### src/rtl/tlb_assoc.sv
// Fully-associative MIPS32-style TLB: ASID/global matching, registered lookup,
// Random/Wired replacement and CP0 management ops (TLBWI, TLBWR, TLBR, TLBP).
module tlb_assoc #(
  parameter int ENTRIES = 16,
  parameter int ASID_W = 8,
  localparam int IDX_W = $clog2(ENTRIES)
) (
  input  logic             clock,
  input  logic             reset,
  input  logic             req_valid,
  input  logic [31:0]      req_vaddr,
  input  logic             req_write,
  output logic             rsp_valid,
  output logic [31:0]      rsp_paddr,
  output logic [1:0]       rsp_exc,
  input  logic             op_valid,
  input  logic [1:0]       op_code,
  input  logic [IDX_W-1:0] op_index,
  input  logic [IDX_W-1:0] wired,
  input  logic [31:0]      entry_hi,
  input  logic [31:0]      entry_lo0,
  input  logic [31:0]      entry_lo1,
  output logic             op_done,
  output logic [31:0]      rd_hi,
  output logic [31:0]      rd_lo0,
  output logic [31:0]      rd_lo1,
  output logic [31:0]      probe_index,
  output logic [IDX_W-1:0] random
);
  localparam logic [IDX_W-1:0] MAX_IDX = IDX_W'(ENTRIES - 1);
  localparam logic [1:0] OP_TLBWI = 2'd0;
  localparam logic [1:0] OP_TLBWR = 2'd1;
  localparam logic [1:0] OP_TLBR  = 2'd2;
  localparam logic [1:0] OP_TLBP  = 2'd3;
  localparam logic [1:0] EXC_NONE = 2'd0;
  localparam logic [1:0] EXC_REFILL = 2'd1;
  localparam logic [1:0] EXC_INVALID = 2'd2;
  localparam logic [1:0] EXC_MOD = 2'd3;

  logic [ENTRIES-1:0] present_r, g_r, d0_r, v0_r, d1_r, v1_r;
  logic [18:0]        vpn2_r [ENTRIES];
  logic [ASID_W-1:0]  asid_r [ENTRIES];
  logic [19:0]        pfn0_r [ENTRIES];
  logic [19:0]        pfn1_r [ENTRIES];

  logic [ENTRIES-1:0] lk_match_s, pb_match_s;
  logic [IDX_W:0]     lk_sel_s, pb_sel_s;
  logic [IDX_W-1:0]   lk_idx_s, wr_idx_s, random_nxt_s;
  logic [19:0]        sel_pfn_s;
  logic               sel_v_s, sel_d_s, wr_en_s;
  logic [31:0]        lk_paddr_s, probe_s;
  logic [1:0]         lk_exc_s;
  logic               unused_s;

  assign unused_s = ^{entry_hi[12:ASID_W], entry_lo0[31:26], entry_lo0[5:3],
                      entry_lo1[31:26], entry_lo1[5:3]};

  // Priority encoder: {hit, index} of the lowest-numbered set bit.
  function automatic logic [IDX_W:0] first_hit(input logic [ENTRIES-1:0] m);
    logic [IDX_W:0] r;
    r = {(IDX_W+1){1'b0}};
    for (int i = ENTRIES - 1; i >= 0; i--) begin
      if (m[i]) r = {1'b1, IDX_W'(i)};
    end
    return r;
  endfunction

  // Per-entry match for the lookup address and for the TLBP probe key.
  always_comb begin
    lk_match_s = {ENTRIES{1'b0}};
    pb_match_s = {ENTRIES{1'b0}};
    for (int i = 0; i < ENTRIES; i++) begin
      lk_match_s[i] = present_r[i] && (vpn2_r[i] == req_vaddr[31:13]) &&
                      (g_r[i] || (asid_r[i] == entry_hi[ASID_W-1:0]));
      pb_match_s[i] = present_r[i] && (vpn2_r[i] == entry_hi[31:13]) &&
                      (g_r[i] || (asid_r[i] == entry_hi[ASID_W-1:0]));
    end
  end

  // Lookup translation and exception classification.
  always_comb begin
    lk_sel_s  = first_hit(lk_match_s);
    lk_idx_s  = lk_sel_s[IDX_W-1:0];
    sel_pfn_s = req_vaddr[12] ? pfn1_r[lk_idx_s] : pfn0_r[lk_idx_s];
    sel_v_s   = req_vaddr[12] ? v1_r[lk_idx_s] : v0_r[lk_idx_s];
    sel_d_s   = req_vaddr[12] ? d1_r[lk_idx_s] : d0_r[lk_idx_s];
    if (req_vaddr[31:30] == 2'b10) begin
      lk_paddr_s = req_vaddr & 32'h1FFF_FFFF;
      lk_exc_s   = EXC_NONE;
    end else if (!lk_sel_s[IDX_W]) begin
      lk_paddr_s = 32'd0;
      lk_exc_s   = EXC_REFILL;
    end else if (!sel_v_s) begin
      lk_paddr_s = 32'd0;
      lk_exc_s   = EXC_INVALID;
    end else if (req_write && !sel_d_s) begin
      lk_paddr_s = 32'd0;
      lk_exc_s   = EXC_MOD;
    end else begin
      lk_paddr_s = {sel_pfn_s, req_vaddr[11:0]};
      lk_exc_s   = EXC_NONE;
    end
  end

  // Probe result, write target and next Random value.
  always_comb begin
    pb_sel_s = first_hit(pb_match_s);
    if (pb_sel_s[IDX_W]) begin
      probe_s = {{(32-IDX_W){1'b0}}, pb_sel_s[IDX_W-1:0]};
    end else begin
      probe_s = 32'h8000_0000;
    end
    wr_en_s  = op_valid && ((op_code == OP_TLBWI) || (op_code == OP_TLBWR));
    wr_idx_s = (op_code == OP_TLBWR) ? random : op_index;
    if (random <= wired) begin
      random_nxt_s = MAX_IDX;
    end else begin
      random_nxt_s = random - IDX_W'(1);
    end
  end

  // Entry storage: cleared on reset, written by TLBWI/TLBWR.
  always_ff @(posedge clock) begin
    if (!reset) begin
      present_r <= {ENTRIES{1'b0}};
      g_r  <= {ENTRIES{1'b0}};
      d0_r <= {ENTRIES{1'b0}};
      v0_r <= {ENTRIES{1'b0}};
      d1_r <= {ENTRIES{1'b0}};
      v1_r <= {ENTRIES{1'b0}};
      for (int i = 0; i < ENTRIES; i++) begin
        vpn2_r[i] <= 19'd0;
        asid_r[i] <= {ASID_W{1'b0}};
        pfn0_r[i] <= 20'd0;
        pfn1_r[i] <= 20'd0;
      end
    end else if (wr_en_s) begin
      present_r[wr_idx_s] <= 1'b1;
      vpn2_r[wr_idx_s]    <= entry_hi[31:13];
      asid_r[wr_idx_s]    <= entry_hi[ASID_W-1:0];
      g_r[wr_idx_s]       <= entry_lo0[0] & entry_lo1[0];
      pfn0_r[wr_idx_s]    <= entry_lo0[25:6];
      d0_r[wr_idx_s]      <= entry_lo0[2];
      v0_r[wr_idx_s]      <= entry_lo0[1];
      pfn1_r[wr_idx_s]    <= entry_lo1[25:6];
      d1_r[wr_idx_s]      <= entry_lo1[2];
      v1_r[wr_idx_s]      <= entry_lo1[1];
    end
  end

  // Registered responses, management results and Random counter.
  always_ff @(posedge clock) begin
    if (!reset) begin
      rsp_valid   <= 1'b0;
      rsp_paddr   <= 32'd0;
      rsp_exc     <= 2'd0;
      op_done     <= 1'b0;
      rd_hi       <= 32'd0;
      rd_lo0      <= 32'd0;
      rd_lo1      <= 32'd0;
      probe_index <= 32'd0;
      random      <= MAX_IDX;
    end else begin
      random    <= random_nxt_s;
      rsp_valid <= req_valid;
      op_done   <= op_valid;
      if (req_valid) begin
        rsp_paddr <= lk_paddr_s;
        rsp_exc   <= lk_exc_s;
      end
      if (op_valid) begin
        case (op_code)
          OP_TLBR: begin
            rd_hi  <= {vpn2_r[op_index], {(13-ASID_W){1'b0}}, asid_r[op_index]};
            rd_lo0 <= {6'd0, pfn0_r[op_index], 3'd0, d0_r[op_index], v0_r[op_index], g_r[op_index]};
            rd_lo1 <= {6'd0, pfn1_r[op_index], 3'd0, d1_r[op_index], v1_r[op_index], g_r[op_index]};
          end
          OP_TLBP: probe_index <= probe_s;
          default: begin end
        endcase
      end
    end
  end
endmodule

### config.mk
export PLATFORM = sky130hd
export DESIGN_NAME = tlb_assoc
export DESIGN_NICKNAME = d
export VERILOG_FILES = /design/src/rtl/tlb_assoc.sv
export SDC_FILE = /design/constraint.sdc
export NUM_CORES = 2
export LEC_CHECK = 0
export ABC_AREA = 0
export BUFFER_PORTS_ARGS = -buffer_cell sky130_fd_sc_hd__clkbuf_2
export CAP_MARGIN = 40
export CORE_ASPECT_RATIO = 1.25
export CORE_MARGIN = 1
export CORE_UTILIZATION = 55
export CTS_CLUSTER_DIAMETER = 40
export DETAILED_ROUTE_END_ITERATION = 10
export PLACE_DENSITY = 0.72
export SYNTH_ARGS = -nofsm -noshare
export SYNTH_HDL_FRONTEND = slang
export SYNTH_SLANG_ARGS = --single-unit
### constraint.sdc
create_clock -name clock -period 11.14 [get_ports clock]
set_clock_uncertainty 0.15 [all_clocks]
set_input_delay 1.671 -clock clock [delete_from_list [all_inputs] [get_ports clock]]
set_output_delay 1.671 -clock clock [all_outputs]
set_load 0.02 [all_outputs]
==> Word level (Yosys, flattened, before mapping) <==
Memories as Yosys holds them, arrays and structs flattened. A register that Yosys moved wholly into a read port is not among the register bits.
Cells that the tools add are included.
{ "word_totals": {"ff_bits": 214, "latchBits": 0, "mem_bits_rw": 1072, "romBits": 0, "in_bits": 143, "out_inout_bits": 168, "elab_cells": 262, "memories": 4} }
{ "mem_list": {"columns": ["memory", "depth", "word_bits", "read_ports", "rd_clocked_by_memory_dff", "write_ports", "line", "source"], "rows": [
  ["pfn0_r", 16, 20, 2, 1, 16, "43", "logic [19:0] pfn0_r [ENTRIES];"],
  ["pfn1_r", 16, 20, 2, 1, 16, "44", "logic [19:0] pfn1_r [ENTRIES];"],
  ["vpn2_r", 16, 19, 17, 1, 16, "41", "logic [18:0] vpn2_r [ENTRIES];"],
  ["asid_r", 16, 8, 17, 1, 16, "42", "logic [ASID_W-1:0] asid_r [ENTRIES];"]
]} }
{ "op_classes": {"addsub": 1, "mul": 0, "div_mod_pow": 0, "magnitude_cmp": 5, "n_eq_ne": 52, "shift": 0, "mux": 86, "n_bitwise": 3, "n_reduce_logical": 97} }
{ "op_table": {"columns": ["operator", "count"], "rows": [
  ["19-bit equality test", 32],
  ["32-bit 2-to-1 mux", 5],
  ["5-bit 2-to-1 mux", 32],
  ["8-bit equality test", 16],
  ["16-bit bitwise mux", 5],
  ["1-bit logical AND", 67],
  ["20-bit 2-to-1 mux", 3],
  ["20-bit OR reduction", 2],
  ["1-bit binary-select mux with 4-bit select", 9],
  ["1-bit 2-to-1 mux", 20],
  ["4-bit 2-to-1 mux", 5],
  ["19-bit 2-to-1 mux", 1],
  ["19-bit OR reduction", 1],
  ["1-bit logical OR", 17],
  ["16-bit OR", 1],
  ["4-bit by 5-bit < comparator with 1-bit output, second input constant", 3],
  ["2-bit 2-to-1 mux", 4],
  ["8-bit 2-to-1 mux", 1],
  ["8-bit OR reduction", 1],
  ["2-bit equality test, second input constant", 3],
  ["1-bit zero test", 5],
  ["1-bit demux with 4-bit select", 1],
  ["4-bit by 1-bit >= comparator with 1-bit output, second input constant", 1],
  ["4-bit <= comparator", 1],
  ["other kinds (7)", 8]
]} }

==> Depth between registers and ports, before layout <==
An unclocked memory read counts as a cell.
{ "logic_depth": {"ltp_word": 29, "depth_mapped": 21, "depth_no_buf": 13} }

==> Least setup slack after synthesis <==
Ideal clock, no wire load.
{ "synth_path": {"path_type": "input to register", "from": "input req_vaddr[24]", "to": "register rsp_paddr[31]", "setup_time_ns": 0.085, "arrival_time_ns": 5.066, "t_required_ns": 10.905, "slack_ns": 5.839, "cell_stages": 17, "path_buffers": 6, "path_cell_list": "buf_2 > buf_4 > xor2_1 > nor4_1 > nand4_1 > nor4b_4 > and3b_1 > clkbuf_1 > a31o_2 > buf_6 > buf_6 > buf_8 > mux2i_1 > a2111oi_0 > a211oi_1 > or3_1 > o31ai_2"} }
{ "synth_between": {"elab_chain_cells": 28, "word_cells_on_any_way": 83, "cone_classes": "eq/ne: 16; mux: 31; reduce/logical: 34; memory: 2"} }
{ "synth_lines": {"columns": ["element", "line", "source"], "rows": [
  ["from (decl)", "11", "input logic [31:0] req_vaddr,"],
  ["19-bit equality test", "73", "lk_match_s[i] = present_r[i] && (vpn2_r[i] == req_vaddr[31:13]) &&"],
  ["1-bit logical AND (2 in a row)", "73", null],
  ["5-bit 2-to-1 mux (15 in a row)", "63", "if (m[i]) r = {1'b1, IDX_W'(i)};"],
  ["5-bit 2-to-1 mux *", "63", null],
  ["1-bit binary-select mux with 4-bit select", "86", "sel_d_s = req_vaddr[12] ? d1_r[lk_idx_s] : d0_r[lk_idx_s];"],
  ["1-bit 2-to-1 mux (not written as such)", "86", null],
  ["1-bit 2-to-1 mux", "86", null],
  ["1-bit zero test", "96", "end else if (req_write && !sel_d_s) begin"],
  ["1-bit logical AND", "96", null],
  ["32-bit 2-to-1 mux", "96", null],
  ["32-bit 2-to-1 mux", "93", "end else if (!sel_v_s) begin"],
  ["32-bit 2-to-1 mux *", "90", "end else if (!lk_sel_s[IDX_W]) begin"],
  ["32-bit 2-to-1 mux *", "87", "if (req_vaddr[31:30] == 2'b10) begin"],
  ["to (signal assigned)", "168", "rsp_paddr <= lk_paddr_s;"],
  ["to (decl)", "14", "output logic [31:0] rsp_paddr,"]
]} }
Mark *: on every way between the ends. The rest lies on a longest branch, timed or not. The select of a mux whose other input is x is not followed.
A chain may end at the register's enable or synchronous reset.

==> Worst setup path in the final report <==
{ "layout_path": {"from": "input req_vaddr[25]", "to": "register rsp_paddr[20]"} }
The elaborated chain is that of the path after synthesis.

==> impl_results.md <==
* Row count at 148
* Rel. slew slack at 30.9%
* Largest net degree at the start of global routing at 122
* Synth unique cells at 89
* Worst-margin pin slew at 1030 ps
* CP max stage cell: nor4_1
* Overflow after GRT at 0
* Yosys reg bits at 1285
* Clk Tree Root Cell: clkbuf_16
* Synthesized instance count at 5618
* Fraction of layout cells with a size suffix above 1 at 19.1%
* Yosys top cell area share at 44.8%
* Unrepaired setup endpoints after global routing: false
* Finished Layout Cells at 7495
* Top cell by count, worst path: buf_12
* Commonest non-fill, non-tap cell in the layout: and2_1
* Register area at 36500 um^2
* Type of the tightest min-delay check: reg2reg
* Endpoints failing setup at 0
* Hpwl dp at 156000 um
* Routability Congestion at 0.988
* Period minus WS final at 7650 ps
* Power, Total at 11.9 mW
* CTS Buffer Depth at 3
* Startpoint types: input port
* Fill count at 10052
* Worst Path Max Fanout at 121
* Skew-Pair Late Insertion Delay at 800 ps
* Post-synth EDFFs at 1072
* Reg clk slew, reported paths at 60 ps
* 1st-pass router iterations at 6
* TritonCTS Buffers at 156
* Total die area at 132000 um^2
* I/O Buffers at 237
* Antenna violations before repair at 17
* Synth Flop Type: edfxtp_1
* Vias at 49675
* H-tree depth at 4
* Layout area overhead at 11.0%
* Initial Util at 55.3%
* # resized after CTS at 0
* Pleak at 28.6 nW
* Area of the core at 130000 um^2
* Cell count after placement at 7197
* Maximum achievable frequency at 0.131 GHz
* Final WL at 249000 um
* CTS Hold Buffers Added at 0
* DRC viols at 0
* CTS tree: built
* Max Slew Vio Count at 0
* Final Cycle Share at 68.7%
* ANT nets after route at 0
* Die Span Y at 406 um
* Max Cap Viol at 0
* Most frequent cells in the layout: 1078 x and2_1, 1072 x edfxtp_1, 427 x xor2_1
* Post-CTS Setup Bufs at 0
* Post-synthesis sequential area ratio at 50.7%
* Wirelength per Cell at 33.2 um
* Critical-path cell list: clkbuf_2 -> xnor2_1 -> nand4_1 -> nor4_1 -> nand4b_1 -> o211a_1 -> o21ai_2 -> a31o_4 -> buf_12 -> buf_12 -> buf_4 -> mux2i_1 -> o22ai_1 -> nor3_1 -> a211oi_1 -> nand2_1 -> o31ai_2
* DIE WIDTH at 325 um
* Power per cell area at 149 nW/um^2
* Hold Vio Cnt, Final at 0
* Synth top area cells: edfxtp_1 45%, mux4_2 11%, and2_1 9.4%
* Post-route setup TNS at 0 ps
* Synth area leader: edfxtp_1
* Crit path kind: in2reg
* Slowest stage delay, CP at 830 ps
* Nets@finish at 5780
* Synth Cell Area at 71900 um^2
* Worst vdd ir at 138 uV
* Vias per cell at 6.63
* FF-to-FF setup slack at 4560 ps
* Area occupied by multi-input gates at 32900 um^2
* DRT iter0 DRCs at 6446
* Worst setup EP type: flop
* TritonCTS Sinks at 1285
* Ys Warns at 0
* First-pass GRT wire length at 351000 um
* IO Pins at 311
* Status: finished clean
* Gr usage total at 37.4%
* CP Data Required Time at 11660 ps
* Vias in the first global route at 49211
* Crit path arrival time at 8170 ps
* FFs w/ async S/R, synth at 0%
* Syn Area/Cell at 12.8 um^2
[worst paths after layout]
path,start,end,depth (start not counted)
max,req_vaddr[25],rsp_paddr[20],17
max reg2reg,vpn2_r[11][4],rsp_paddr[20],16
min reg2reg,rd_hi[27],rd_hi[27],2
min,rd_hi[27],rd_hi[27],2
[per-stage QoR]
stage	setup slack [ps]	hold WS, ps	util (%)	cell area, um^2
floorplan	5840	283	-	72100
global placement	2910	293	56.7	73700
detailed placement	2990	306	57.3	74500
CTS	3830	315	61.4	79800
global route	3560	327	61.4	79800
finish	3490	311	61.4	79800
[state kept, by name, summed over array words and instances (netlist names), 22 cells and up]
register   count
rd_hi         27
rd_lo0        22
rsp_paddr     32
rd_lo1        23
pfn1_r       320
pfn0_r       320
asid_r       128
vpn2_r       304
[cells in the mapped netlist, types with 20 or more instances]
cell	count
and2_1	1079
edfxtp_1	1072
xor2_1	427
mux2i_1	360
mux4_2	360
clkbuf_1	347
xnor2_1	311
nand2_1	229
dfxtp_1	213
nor4_1	113
buf_4	99
nand4_1	94
a22o_1	77
o22ai_1	76
a21boi_0	75
nor3_1	61
a22oi_1	52
buf_1	51
buf_2	43
o21ai_0	42
a21oi_1	37
nor2_1	36
inv_1	33
nand3_1	33
buf_6	27
a211oi_1	20
mux2_2	20
[critical path: cells and delay by family]
family          cells  cell delay (ps)
compound gates      6             1510
xor+xnor            1              200
buf+inv             4             2130
mux                 1              260
simple gates        5             2140
[report_power, final]
| group | leakage (nW) | internal [mW] | switching [mW] |
|---|---|---|---|
| Sequential | 12.8 | 5.37 | 0.142 |
| Clock | 2.58 | 3.10 | 2.15 |
| Combinational | 13.2 | 0.428 | 0.728 |
| Total | 28.6 | 8.90 | 3.02 |
[final cells by class]
cell class                      instances  share of cell area [%]
Inverter                               33                   0.212
Tap cell                             1725                    2.70
Clock buffer                          189                    5.36
Multi-Input combinational cell       3781                    41.3
Clock inverter                         99                    1.30
Antenna cell                            8                  0.0251
Sequential cell                      1285                    45.7
Timing Repair Buffer                  375                    3.49
[logic make-up after synthesis]
logic type               count (synthesis)  share of synthesized area, %
AND/OR/NAND/NOR                       1735                          14.3
multiplexers                           741                          16.6
XOR/XNOR                               738                          8.99
adder cells (fa/ha/maj)                  5                        0.0870
flip-flops                            1285                          50.7
other                                    1                       0.00521
buffers and inverters                  601                          4.03
AO/OA/AOI/OAI                          512                          5.31
[per-layer routing]
layer,global-route usage (%),share of wire [%],vias to the layer above
li1,-,-,20539
met3,8.85,11,911
met4,26.4,8.0,16
met2,60.0,47,3397
met5,0,0.041,-
met1,44.7,35,24812
No activity file was read; power rests on OpenSTA's default activity.
